**config.mk**
```make
export PLATFORM = sky130hd
export DESIGN_NAME = pipeline_controller
export DESIGN_NICKNAME = d
export VERILOG_FILES = /design/src/rtl/pipe_pkg.sv /design/src/rtl/pipe_scoreboard.sv /design/src/rtl/pipeline_controller.sv
export SDC_FILE = /design/constraint.sdc
export NUM_CORES = 1
export LEC_CHECK = 0
export ABC_CLOCK_PERIOD_IN_PS = 2500
export BUFFER_PORTS_ARGS = -buffer_cell sky130_fd_sc_hd__buf_2
export CORE_ASPECT_RATIO = 1.25
export CORE_MARGIN = 10
export CORE_UTILIZATION = 30
export CTS_BUF_LIST = sky130_fd_sc_hd__clkbuf_4
export CTS_CLUSTER_DIAMETER = 50
export CTS_CLUSTER_SIZE = 25
export DETAILED_ROUTE_END_ITERATION = 12
export SKIP_LAST_GASP = 1
export SLEW_MARGIN = 20
export SYNTH_ARGS = -nofsm -noshare
export SYNTH_HDL_FRONTEND = slang
export SYNTH_SLANG_ARGS = --single-unit
export TNS_END_PERCENT = 20
```
**constraint.sdc**
```tcl
create_clock -name clk_i -period 2.5 [get_ports clk_i]
set_input_delay 0.375 -clock clk_i [delete_from_list [all_inputs] [get_ports clk_i]]
set_output_delay 0.375 -clock clk_i [all_outputs]
set_load 0.02 [all_outputs]
```
**src/rtl/pipe_pkg.sv**
```systemverilog
// pipe_pkg: shared types and constants for the five-stage pipeline hazard
// controller.
//   sb_entry_t          - one scoreboard slot {valid, rd, regwrite, load}
//   FWD_REG/MEM/WB      - ALU operand mux selects
//   NOP_INSN            - encoding loaded into ir1 on a flush (addi x0,x0,0)
package pipe_pkg;

    localparam int SB_RAW = 5;

    localparam logic [1:0] FWD_REG = 2'b00;
    localparam logic [1:0] FWD_MEM = 2'b01;
    localparam logic [1:0] FWD_WB  = 2'b10;

    localparam logic [31:0] NOP_INSN = 32'h0000_0013;

    typedef struct packed {
        logic              valid;
        logic [SB_RAW-1:0] rd;
        logic              regwrite;
        logic              load;
    } sb_entry_t;

    localparam sb_entry_t SB_EMPTY = '0;

endpackage

```
**src/rtl/pipe_scoreboard.sv**
```systemverilog
// pipe_scoreboard: three-entry in-flight write tracker covering EX, MEM, WB.
// Entries advance every cycle; the EX slot takes the decode entry when it
// issues, otherwise an empty slot. Produces per-source match vectors
// (bit 0 = EX, bit 1 = MEM, bit 2 = WB).
//   clk_i, reset_i      - clock, synchronous active-low reset
//   issue_i, id_entry_i - decode instruction entering EX this cycle
//   rs*_i, use_rs*_i    - decode sources to match against
//   match*_o            - per-stage hits for rs1 / rs2
//   *_valid_o, ex_load_o- stage occupancy, EX entry is a load
import pipe_pkg::*;

module pipe_scoreboard #(
    parameter int RAW = 5
) (
    input  logic           clk_i,
    input  logic           reset_i,
    input  logic           issue_i,
    input  sb_entry_t      id_entry_i,
    input  logic [RAW-1:0] rs1_i,
    input  logic [RAW-1:0] rs2_i,
    input  logic           use_rs1_i,
    input  logic           use_rs2_i,
    output logic [2:0]     match1_o,
    output logic [2:0]     match2_o,
    output logic           ex_valid_o,
    output logic           mem_valid_o,
    output logic           wb_valid_o,
    output logic           ex_load_o
);

    sb_entry_t ex_q, mem_q, wb_q, ex_d;

    assign ex_d = issue_i ? id_entry_i : SB_EMPTY;

    always_ff @(posedge clk_i) begin
        if (!reset_i) begin
            ex_q  <= SB_EMPTY;
            mem_q <= SB_EMPTY;
            wb_q  <= SB_EMPTY;
        end else begin
            ex_q  <= ex_d;
            mem_q <= ex_q;
            wb_q  <= mem_q;
        end
    end

    // x0 never matches: it is neither a real source nor a real destination.
    function automatic logic hit(sb_entry_t e, logic [RAW-1:0] src, logic use_src);
        return use_src && (src != '0) && e.valid && e.regwrite && (e.rd == src);
    endfunction

    assign match1_o = {hit(wb_q, rs1_i, use_rs1_i), hit(mem_q, rs1_i, use_rs1_i),
                       hit(ex_q, rs1_i, use_rs1_i)};
    assign match2_o = {hit(wb_q, rs2_i, use_rs2_i), hit(mem_q, rs2_i, use_rs2_i),
                       hit(ex_q, rs2_i, use_rs2_i)};

    assign ex_valid_o  = ex_q.valid;
    assign mem_valid_o = mem_q.valid;
    assign wb_valid_o  = wb_q.valid;
    assign ex_load_o   = ex_q.load;

    // The load flag only matters in EX; past that it simply rides along.
    logic unused_wb_load;
    assign unused_wb_load = wb_q.load;

endmodule

```
**src/rtl/pipeline_controller.sv**
```systemverilog
// pipeline_controller: stall / bubble / flush sequencing and ALU forwarding
// selects for the five-stage CPU.
//   clk_i, reset_i        - clock, synchronous active-low reset
//   id_*_i                - decode-stage instruction fields
//   br_taken_i            - EX-stage instruction redirects the PC
//   stall_o, flush_o      - combinational hold / kill controls
//   bubble_o, fwd_sel*_o  - registered, aligned with EX
//   *_valid_o             - stage occupancy
//   stall_cnt_o/flush_cnt_o - saturating event counters
// Build option: PIPE_FORWARD_EN compiles in the MEM/WB bypass selection;
// without it every in-flight dependency stalls until the producer retires.
import pipe_pkg::*;

module pipeline_controller #(
    parameter int XLEN = 32,
    parameter int RAW  = 5
) (
    input  logic            clk_i,
    input  logic            reset_i,
    input  logic            id_valid_i,
    input  logic [RAW-1:0]  id_rs1_i,
    input  logic [RAW-1:0]  id_rs2_i,
    input  logic            id_use_rs1_i,
    input  logic            id_use_rs2_i,
    input  logic [RAW-1:0]  id_rd_i,
    input  logic            id_regwrite_i,
    input  logic            id_load_i,
    input  logic            br_taken_i,
    output logic            stall_o,
    output logic            bubble_o,
    output logic            flush_o,
    output logic [1:0]      fwd_sel1_o,
    output logic [1:0]      fwd_sel2_o,
    output logic            ex_valid_o,
    output logic            mem_valid_o,
    output logic            wb_valid_o,
    output logic [XLEN-1:0] stall_cnt_o,
    output logic [XLEN-1:0] flush_cnt_o
);

    sb_entry_t       id_entry;
    logic [1:0][2:0] match;      // [source][stage]
    logic [2:0]      match1, match2;
    logic            ex_load, hazard, issue;
    logic [1:0]      src_stall;
    logic [1:0][1:0] src_sel;

    logic            bubble_q, bubble_d;
    logic [1:0]      fwd1_q, fwd1_d, fwd2_q, fwd2_d;
    logic [XLEN-1:0] stall_cnt_q, stall_cnt_d, flush_cnt_q, flush_cnt_d;

    assign id_entry = '{valid: 1'b1, rd: id_rd_i, regwrite: id_regwrite_i, load: id_load_i};

    pipe_scoreboard #(.RAW(RAW)) u_sb (
        .clk_i      (clk_i),
        .reset_i    (reset_i),
        .issue_i    (issue),
        .id_entry_i (id_entry),
        .rs1_i      (id_rs1_i),
        .rs2_i      (id_rs2_i),
        .use_rs1_i  (id_use_rs1_i),
        .use_rs2_i  (id_use_rs2_i),
        .match1_o   (match1),
        .match2_o   (match2),
        .ex_valid_o (ex_valid_o),
        .mem_valid_o(mem_valid_o),
        .wb_valid_o (wb_valid_o),
        .ex_load_o  (ex_load)
    );

    assign match = {match2, match1};

    // Per-source resolution; youngest producer (EX) takes precedence.
    always_comb begin
        for (int s = 0; s < 2; s++) begin
            src_stall[s] = 1'b0;
            src_sel[s]   = FWD_REG;
`ifdef PIPE_FORWARD_EN
            if (match[s][0]) begin
                // Load data is not available until MEM completes.
                if (ex_load) src_stall[s] = 1'b1;
                else         src_sel[s]   = FWD_MEM;
            end else if (match[s][1]) begin
                src_sel[s] = FWD_WB;
            end else if (match[s][2]) begin
                // No bypass from a retiring WB value; wait for the bank write.
                src_stall[s] = 1'b1;
            end
`else
            src_stall[s] = |match[s];
`endif
        end
    end

`ifndef PIPE_FORWARD_EN
    logic unused_ex_load;
    assign unused_ex_load = ex_load;
`endif

    assign hazard  = id_valid_i & (|src_stall);
    assign flush_o = br_taken_i & ex_valid_o;
    // A flush kills the decode instruction, so there is nothing left to hold.
    assign stall_o = hazard & ~flush_o;
    assign issue   = id_valid_i & ~stall_o & ~flush_o;

    assign bubble_d    = ~issue;
    assign fwd1_d      = issue ? src_sel[0] : FWD_REG;
    assign fwd2_d      = issue ? src_sel[1] : FWD_REG;
    assign stall_cnt_d = (stall_o && stall_cnt_q != {XLEN{1'b1}}) ? stall_cnt_q + 1'b1 : stall_cnt_q;
    assign flush_cnt_d = (flush_o && flush_cnt_q != {XLEN{1'b1}}) ? flush_cnt_q + 1'b1 : flush_cnt_q;

    always_ff @(posedge clk_i) begin
        if (!reset_i) begin
            bubble_q    <= 1'b0;
            fwd1_q      <= FWD_REG;
            fwd2_q      <= FWD_REG;
            stall_cnt_q <= '0;
            flush_cnt_q <= '0;
        end else begin
            bubble_q    <= bubble_d;
            fwd1_q      <= fwd1_d;
            fwd2_q      <= fwd2_d;
            stall_cnt_q <= stall_cnt_d;
            flush_cnt_q <= flush_cnt_d;
        end
    end

    assign bubble_o    = bubble_q;
    assign fwd_sel1_o  = fwd1_q;
    assign fwd_sel2_o  = fwd2_q;
    assign stall_cnt_o = stall_cnt_q;
    assign flush_cnt_o = flush_cnt_q;

endmodule

```
======== Word level (Yosys, flattened, before mapping) ========
Cells that the tools add are included.
storage, ports and cells
  output and inout bits ................... 74
  bits in registers ....................... 86
  logic and storage cells ................. 57
  input port bits ......................... 23
operators by class
  equal/unequal tests ..................... 8
  add/subtract/negate cells ............... 2
  reduce and logical (&&, ||, !) cells .... 26
  bitwise gates (word level) .............. 8
  mux-type cells .......................... 1
operators with widths
  operator                                                          count
  32-bit by 1-bit adder with 32-bit output (second input constant)  2
  32-bit != test (second input constant)                            2
  5-bit equality test                                               6
  1-bit logical AND                                                 22
  5-bit nonzero test                                                2
  8-bit 2-to-1 mux                                                  1
  6-bit OR reduction                                                1
  1-bit bitwise AND                                                 5
  1-bit NOT                                                         3
  2-bit AND reduction                                               1

======== Depth between registers and ports, before layout ========
Gate-level depths: netlist of run 1.
  word-level depth ........................ 12
  gate-level depth with buffers ........... 10
  gate-level depth less buffers ........... 8

======== Hierarchy ========
Synthesis of run 1 repeated with hierarchy kept, for this count alone.
unflattened totals
  cell total of the unflattened synthesis .. 522
  area, all modules ....................... 4499.3 um^2
by module, submodules not included
  module               area an instance (um^2)  cells each  instances  sequential area each (um^2)
  pipeline_controller  3532.1                   427         1          1301.2
  pipe_scoreboard      967.2                    95          1          440.4

======== Worst setup path before layout of run 1 ========
No wires, ideal clock.
  kind .................................... flip-flop to flip-flop
  start ................................... reg stall_cnt_q[2], in the netlist stall_cnt_o[2]
  end ..................................... reg stall_cnt_q[0], in the netlist stall_cnt_o[0]
  setup slack ............................. 0.081 ns
  cell stages (with the launch flop) ...... 9
  setup time .............................. 0.128 ns
  arrival ................................. 2.292 ns
  data required time ...................... 2.372 ns
  period minus slack after synthesis ...... 2.419 ns
  buffers on the path ..................... 1
  path through ............................ dfxtp_1 > and4_1 > and3_1 > nand4_1 > nor4_2 > buf_2 > nor2_1 > xnor2_1 > nor2_1
between the ends
  longest elaborated chain between the ends .. 2
ends and longest elaborated chain
  item                      line                        source
  start: declaration        pipeline_controller.sv:50   logic [XLEN-1:0] stall_cnt_q, stall_cnt_d, flush_cnt_q, flush_cnt_d;
  start signal: assignment  pipeline_controller.sv:123  stall_cnt_q <= stall_cnt_d;
  32-bit != test            pipeline_controller.sv:109  assign stall_cnt_d = (stall_o && stall_cnt_q != {XLEN{1'b1}}) ? stall_cnt_q + 1'b1 : stall_cnt_q;
  1-bit logical AND         pipeline_controller.sv:109
No other way between the ends.
A chain may end at the register's enable or synchronous reset.

======== Worst setup path in the final report of run 1 ========
  start ................................... reg u_sb.ex_q[2] in the netlist's numbering
  end ..................................... out stall_o
between the ends
  longest elaborated chain between the ends .. 5
  elaborated cells between the ends (all ways) .. 7
ends and longest elaborated chain
  item                      line                        source
  start: declaration        pipe_scoreboard.sv:31       sb_entry_t ex_q, mem_q, wb_q, ex_d;
  start signal: assignment  pipe_scoreboard.sv:37       ex_q <= SB_EMPTY;
  start signal: assignment  pipe_scoreboard.sv:41       ex_q <= ex_d;
  5-bit equality test       pipe_scoreboard.sv:49       return use_src && (src != '0) && e.valid && e.regwrite && (e.rd == src);
  1-bit logical AND         pipe_scoreboard.sv:49
  6-bit OR reduction *      pipeline_controller.sv:100  assign hazard = id_valid_i & (|src_stall);
  1-bit bitwise AND *       pipeline_controller.sv:100
  1-bit bitwise AND *       pipeline_controller.sv:103  assign stall_o = hazard & ~flush_o;
  end: declaration          pipeline_controller.sv:29   output logic stall_o,
Every way passes the cells marked *; elsewhere a longest branch is shown, timed or not.

==> impl_metrics.ini, run 1 <==
[outcome]
status = complete, no violations

[timing]
rsz0062_at_grt = yes
period_share_pct = 98.0
worst_clock_skew_ns = 0.0138
tns_ns = 0
setup_viol = 0
max-slew-margin-rel_pct = 56.2
fmax_ghz = 0.408
timing.hold.ws_ns = 0.151
hold_violations = 0
tightest_slew_ns = 0.657
drv_slew = 0
final.min_clock_period_ns = 2.45

[grt]
grt_overflow_total = 0
first_global_vias = 3662
grt_max_degree = 61
grt.total_usage_pct = 11.6
antenna_found_initial = 1
grt_first_pass_wirelength_um = 17400

[logic_synthesis]
netlist.area_leader.share_pct = 43.2
syn_inst = 461
synthMuxAreaShare_pct = 1.26
synth.ff_latch_count = 86
synth_edf_count = 0
yosys_warnings = 0
synthDistinctLibCells = 43
syn_area_um2 = 3980
async_reset_ff_share_pct = 0
synth_top_family_by_area = simple AND/OR/NAND/NOR gates
ys_seq_area_share_pct = 43.2
synth_area_per_cell_um2 = 8.64
synth_fa_ha_area_share_pct = 0.629
synth_top_area_cell = dfxtp_1
synth_most_common_cell = dfxtp_1
synth_area_leaders = dfxtp_1 (43%), xnor2_1 (10%), xor2_1 (5.9%)
synth_ff_type = dfxtp_1
ys_top_cells_by_count = dfxtp_1 (86), nor2_1 (56), xnor2_1 (47)
synthXorXnorAreaFrac_pct = 16.3
synth_compound_area_share_pct = 5.09
post_synth_and_or_nand_nor_area_fraction_pct = 30.2

[clock_network]
root_buffer = clkbuf_4
cts_sinks = 86
hold_buffers = 0
clockBufferDepth = 2
numCtsBuffers = 9
cts_max_level = 3
clkSlewWorstSetupHoldPaths_ns = 0.12
cts_tree = done
clock_latency_ns = 0.42

[route]
routedWlPerCell_um = 14.2
drc = 0
wl_um = 10600
ant_nets = 0
vias_per_cell = 4.81
drt_first_pass_iters = 4
drtIter0Drc = 148
num_vias = 3584

[floorplan]
io_pins = 97
dieArea_um2 = 18300
rows = 47
die_x_um = 123
start_util_pct = 30.4
die_h_um = 149
design.core.area_um2 = 13100

[cells_and_area]
postLayoutCoreUtil_pct = 38.8
syn2layout_area_growth_pct = 27.9
finalNetCount = 593
fill_cells = 1308
final_layout_size_suffix_gt1_share_pct = 29.8

[worst_setup_path]
worstSetupStartpointType = flip-flop
path_max_fanout = 3
cp-end-kind = output port
critical_path_arrival_ns = 2.07
required_ns = 2.12
timing.setup.critical_path_class = reg2out

[placement]
gp_congestion = 0.936
port_buffers = 91
hpwlAfterDp_um = 7720

[pwr]
clkPwrFrac_pct = 39.1
switchingPower_uw = 558
p_sw_share_pct = 22.1
p_int_uw = 1970
ir_worst_vdd_v = 0.000264
p_total_uw = 2520
seqPwrFrac_pct = 55.2
powerDensity_nw_per_um2 = 496
p_comb_share_pct = 5.7
leakage_uw = 0.00206

[hold_path]
min-delay-path-class = in2reg

[flow_run]
cap_violations = 0
==> stage by stage <==
| step | worst slack, ns | std cells | cell area [um^2] |
|---|---|---|---|
| 2_1_floorplan | 0.0807 | 464 | 3990 |
| 3_3_place_gp | -0.0730 | 723 | 4690 |
| 3_5_place_dp | -0.0969 | 723 | 4690 |
| 4_1_cts | 0.0131 | 742 | 5010 |
| 5_1_grt | -0.0971 | 745 | 5090 |
| 6_report | 0.0509 | 745 | 5090 |
==> layout by cell type, fill, tap and decap left out, types with 4 or more instances in the layout <==
cell and instances:
clkbuf_4 11, buf_2 90, nand3_1 25, xnor2_1 36, inv_1 5, nor3_1 16, dfxtp_1 72, nor3_2 5
dfxtp_2 12, o21ai_0 11, mux2i_1 5, nand2_1 39, and2_1 21, nor2_1 56, nor4_1 4, and4_1 6
or3_1 12, buf_4 21, conb_1 4, and3_1 7, a21oi_1 13, xor2_1 27, xnor2_2 11, nand4_1 22
==> path summary, 6_finish.rpt <==
kind,depth (start not counted),slack (ns),to,startpoint
min reg2reg,1,0.47,u_sb.wb_q[1]$_SDFF_PN0_,u_sb.mem_q[1]$_SDFF_PN0_
max,8,0.05,stall_o,u_sb.ex_q[2]$_SDFF_PN0_
max reg2reg,10,0.09,stall_cnt_o[19]$_SDFFE_PN0P_,u_sb.ex_q[2]$_SDFF_PN0_
min,2,0.15,u_sb.ex_q[5]$_SDFF_PN0_,id_rd_i[3]
==> what timing repair did <==
| item | CTS | global route |
|---|---|---|
| resized for setup | 31 | 13 |
| buffers inserted | 4 | 2 |
| pin swaps | 12 | 4 |
| endpoints found under the setup margin | 1 | 32 |
==> critical path: stages, from the launching register on <==
cell,delay (ns)
dfxtp_1,0.39
xnor2_1,0.15
nand4_1,0.13
nor3_2,0.24
nor3_2,0.08
o32a_4,0.39
buf_8,0.13
inv_2,0.04
buf_6,0.10
==> routing by layer <==
| metal | up-vias | track usage, % | part of all wire, % |
|---|---|---|---|
| met5 | - | 0 | 0 |
| met4 | 0 | 6.13 | 2.7 |
| met3 | 21 | 3.22 | 6.0 |
| met2 | 78 | 19.7 | 50 |
| met1 | 1699 | 12.7 | 41 |
| li1 | 1786 | - | - |
==> power by group through the flow <==
stage	clock, uW	sequential (uW)	combinational (uW)
floorplan	0	1430	77.8
global placement	0	1420	127
detailed placement	0	1420	128
CTS	1030	1400	138
global route	1080	1400	155
finish	988	1390	143
==> kinds of logic (layout without fill, tap and decap cells) <==
kind of cell,after synthesis,after routing
XOR/XNOR,74,74
multiplexers,5,5
AO/OA/AOI/OAI,34,34
flip-flops,86,86
AND/OR/NAND/NOR,232,232
other,1,5
buffers and inverters,27,136
adder cells (fa/ha/maj),2,2
==> sequential cells by signal, indices dropped and copies added (netlist names) <==
register / flops
flush_cnt_o: 32
stall_cnt_o: 32
u_sb.ex_q: 6
u_sb.mem_q: 6
u_sb.wb_q: 6
bubble_o: 1
u_sb.ex_valid_o: 1
u_sb.mem_valid_o: 1
u_sb.wb_valid_o: 1
==> final cells by class <==
type	instances	area (um^2)	share of cell area [%]
repair buffers	113	634	12.5
flip-flops and latches	86	1740	34.3
diodes	1	2.50	0.0492
inverters	7	26.3	0.516
multi-input cells	351	2290	45.0
well taps	171	214	4.20
clock inverters	5	97.6	1.92
clock buffers	11	82.6	1.62
No activity file was read; power rests on OpenSTA's default activity.
==> run 2, diff against run 1 <==
==> constraint.sdc (replaced) <==
create_clock -name clk_i -period 2.5 [get_ports clk_i]
set_input_delay 0.125 -clock clk_i [delete_from_list [all_inputs] [get_ports clk_i]]
set_output_delay 0.125 -clock clk_i [all_outputs]
set_load 0.02 [all_outputs]
==> impl_metrics.ini, run 2 (synthesis gave the netlist of run 1 again) <==
[worst_setup_path]
cp_slowest_stage_delay_ns = 0.53
cp.buffers_inverters = 0
cp_top_family = simple AND/OR/NAND/NOR gates
worstPathCellList = and4_1 > and4_1 > and3_1 > a21oi_2 > nor2b_1 > nand4_1 > xor2_1 > nor2_1
timing.setup.critical_path_class = reg2reg
critical_path_arrival_ns = 2.70
cpMostUsedCell = and4_1
required_ns = 2.80
path_max_fanout = 7
cpMaxStageDelayCell = nor2b_1
worstSetupStartpointType = flip-flop
cp-end-kind = flip-flop

[placement]
placed_area_um2 = 4680
port_buffers = 91
gp_congestion = 0.809
hpwlAfterDp_um = 7850

[clock_network]
cts_max_level = 3
cts_tree = done
post_cts_buffers = 0
numCtsBuffers = 9
clockBufferDepth = 2
clock_latency_ns = 0.43
cts_sinks = 86
clkSlewWorstSetupHoldPaths_ns = 0.14
root_buffer = clkbuf_4

[route]
wl_met2_um = 5180
wl_met1_um = 4300
vias_per_cell = 4.73
highest_layer = met4
drt_first_pass_iters = 4
drtIter0Drc = 117
routedWlPerCell_um = 13.9
wl_met3_um = 667
num_vias = 3526
ant_nets = 0
wl_um = 10300
drc = 0

[timing]
hold_violations = 0
drv_slew = 0
tightest_slew_ns = 0.648
period_share_pct = 96.2
fmax_ghz = 0.416
worst_clock_skew_ns = 0.0173
max-slew-margin-rel_pct = 56.8
rsz0062_at_grt = yes
final.min_clock_period_ns = 2.41
setup_viol = 0

[floorplan]
die_x_um = 123
rows = 47
design.core.area_um2 = 13100
io_pins = 97
start_util_pct = 30.4
dieArea_um2 = 18300
die_h_um = 149

[grt]
grt_overflow_total = 0
grt_max_degree = 61
grt.total_usage_pct = 11.4
antenna_found_initial = 1
grt_first_pass_wirelength_um = 16900
first_global_vias = 3506

[cells_and_area]
fill_cells = 1372
final_common_cell = buf_2
final_layout_size_suffix_gt1_share_pct = 24.4
fin_area_um2 = 4980
finalNetCount = 594
syn2layout_area_growth_pct = 25.0
final_cell_mix = buf_2 (91), dfxtp_1 (82), nor2_1 (56)
postLayoutCoreUtil_pct = 38.0

[outcome]
status = complete, no violations

[pwr]
leakage_uw = 0.00199
ir_worst_vdd_v = 0.000214
powerDensity_nw_per_um2 = 504

[hold_path]
min-delay-path-class = in2reg

[flow_run]
cap_violations = 0
==> run 2: cell count changes in the layout (fill, tap and decap cells not counted), moves of 6 or more <==
cell | before | now
buf_4 | 21 | 15
dfxtp_1 | 72 | 82
dfxtp_2 | 12 | 4
dlygate4sd3_1 | 0 | 7
xnor2_1 | 36 | 46
xnor2_2 | 11 | 1
==> run 2: worst paths after layout <==
check | depth (start not counted) | startpoint | end | slack, ns
worst max-delay path | 8 | flush_cnt_o[5]$_SDFFE_PN0P_ | flush_cnt_o[20]$_SDFFE_PN0P_ | 0.09
worst min-delay path | 4 | br_taken_i | bubble_o$_SDFF_PN0_ | 0.14
worst max register to register | 8 | flush_cnt_o[5]$_SDFFE_PN0P_ | flush_cnt_o[20]$_SDFFE_PN0P_ | 0.09
worst min register to register | 1 | u_sb.mem_q[1]$_SDFF_PN0_ | u_sb.wb_q[1]$_SDFF_PN0_ | 0.47
==> run 2: routing by layer <==
metal  vias to the layer above  track usage (%)
met2                        77             19.4
met5                         -                0
li1                       1794                -
met3                        13             3.67
met1                      1642             12.4
met4                         0             5.25
==> run 2: per-stage QoR <==
stage | hold slack, ns | worst slack, ns | cells | total power, uW | setup TNS, ns
4_1_cts | 0.0916 | 0.000460 | 745 | 2550 | 0
3_5_place_dp | 0.330 | 0.0515 | 722 | 1550 | 0
2_1_floorplan | 0.233 | 0.0807 | 464 | 1500 | 0
5_1_grt | 0.121 | -0.0761 | 746 | 2620 | -0.317
3_3_place_gp | 0.331 | 0.102 | 722 | 1550 | 0
6_report | 0.136 | 0.0946 | 746 | 2510 | 0
==> run 2: worst min-delay path: cells and delay by family <==
| kind | cells | cell delay (ns) |
|---|---|---|
| AOI/OAI and AO/OA | 1 | 0.09 |
| and+or+nand+nor | 1 | 0.07 |
| buffers and inverters | 2 | 0.24 |
==> run 2: report_power, final <==
| group | internal [uW] | total, uW | switching (uW) |
|---|---|---|---|
| Sequential | 1380 | 1390 | 10.7 |
| Clock | 501 | 977 | 476 |
| Combinational | 59.4 | 137 | 78.1 |
| Total | 1940 | 2510 | 565 |
==> run 2: layout make-up <==
cell class | count | area [um^2] | area share [%]
diodes | 1 | 2.50 | 0.0503
flip-flops and latches | 86 | 1730 | 34.7
well taps | 171 | 214 | 4.30
inverters | 7 | 26.3 | 0.528
clock buffers | 9 | 67.6 | 1.36
repair buffers | 114 | 649 | 13.0
clock inverters | 7 | 113 | 2.26
multi-input cells | 351 | 2180 | 43.8
==> run 2: what timing repair did <==
item / CTS / global route
resized for setup: 0 / 11
hold endpoints to repair: 7 / 0
setup endpoints to repair: 0 / 23
hold buffers: 7 / 0
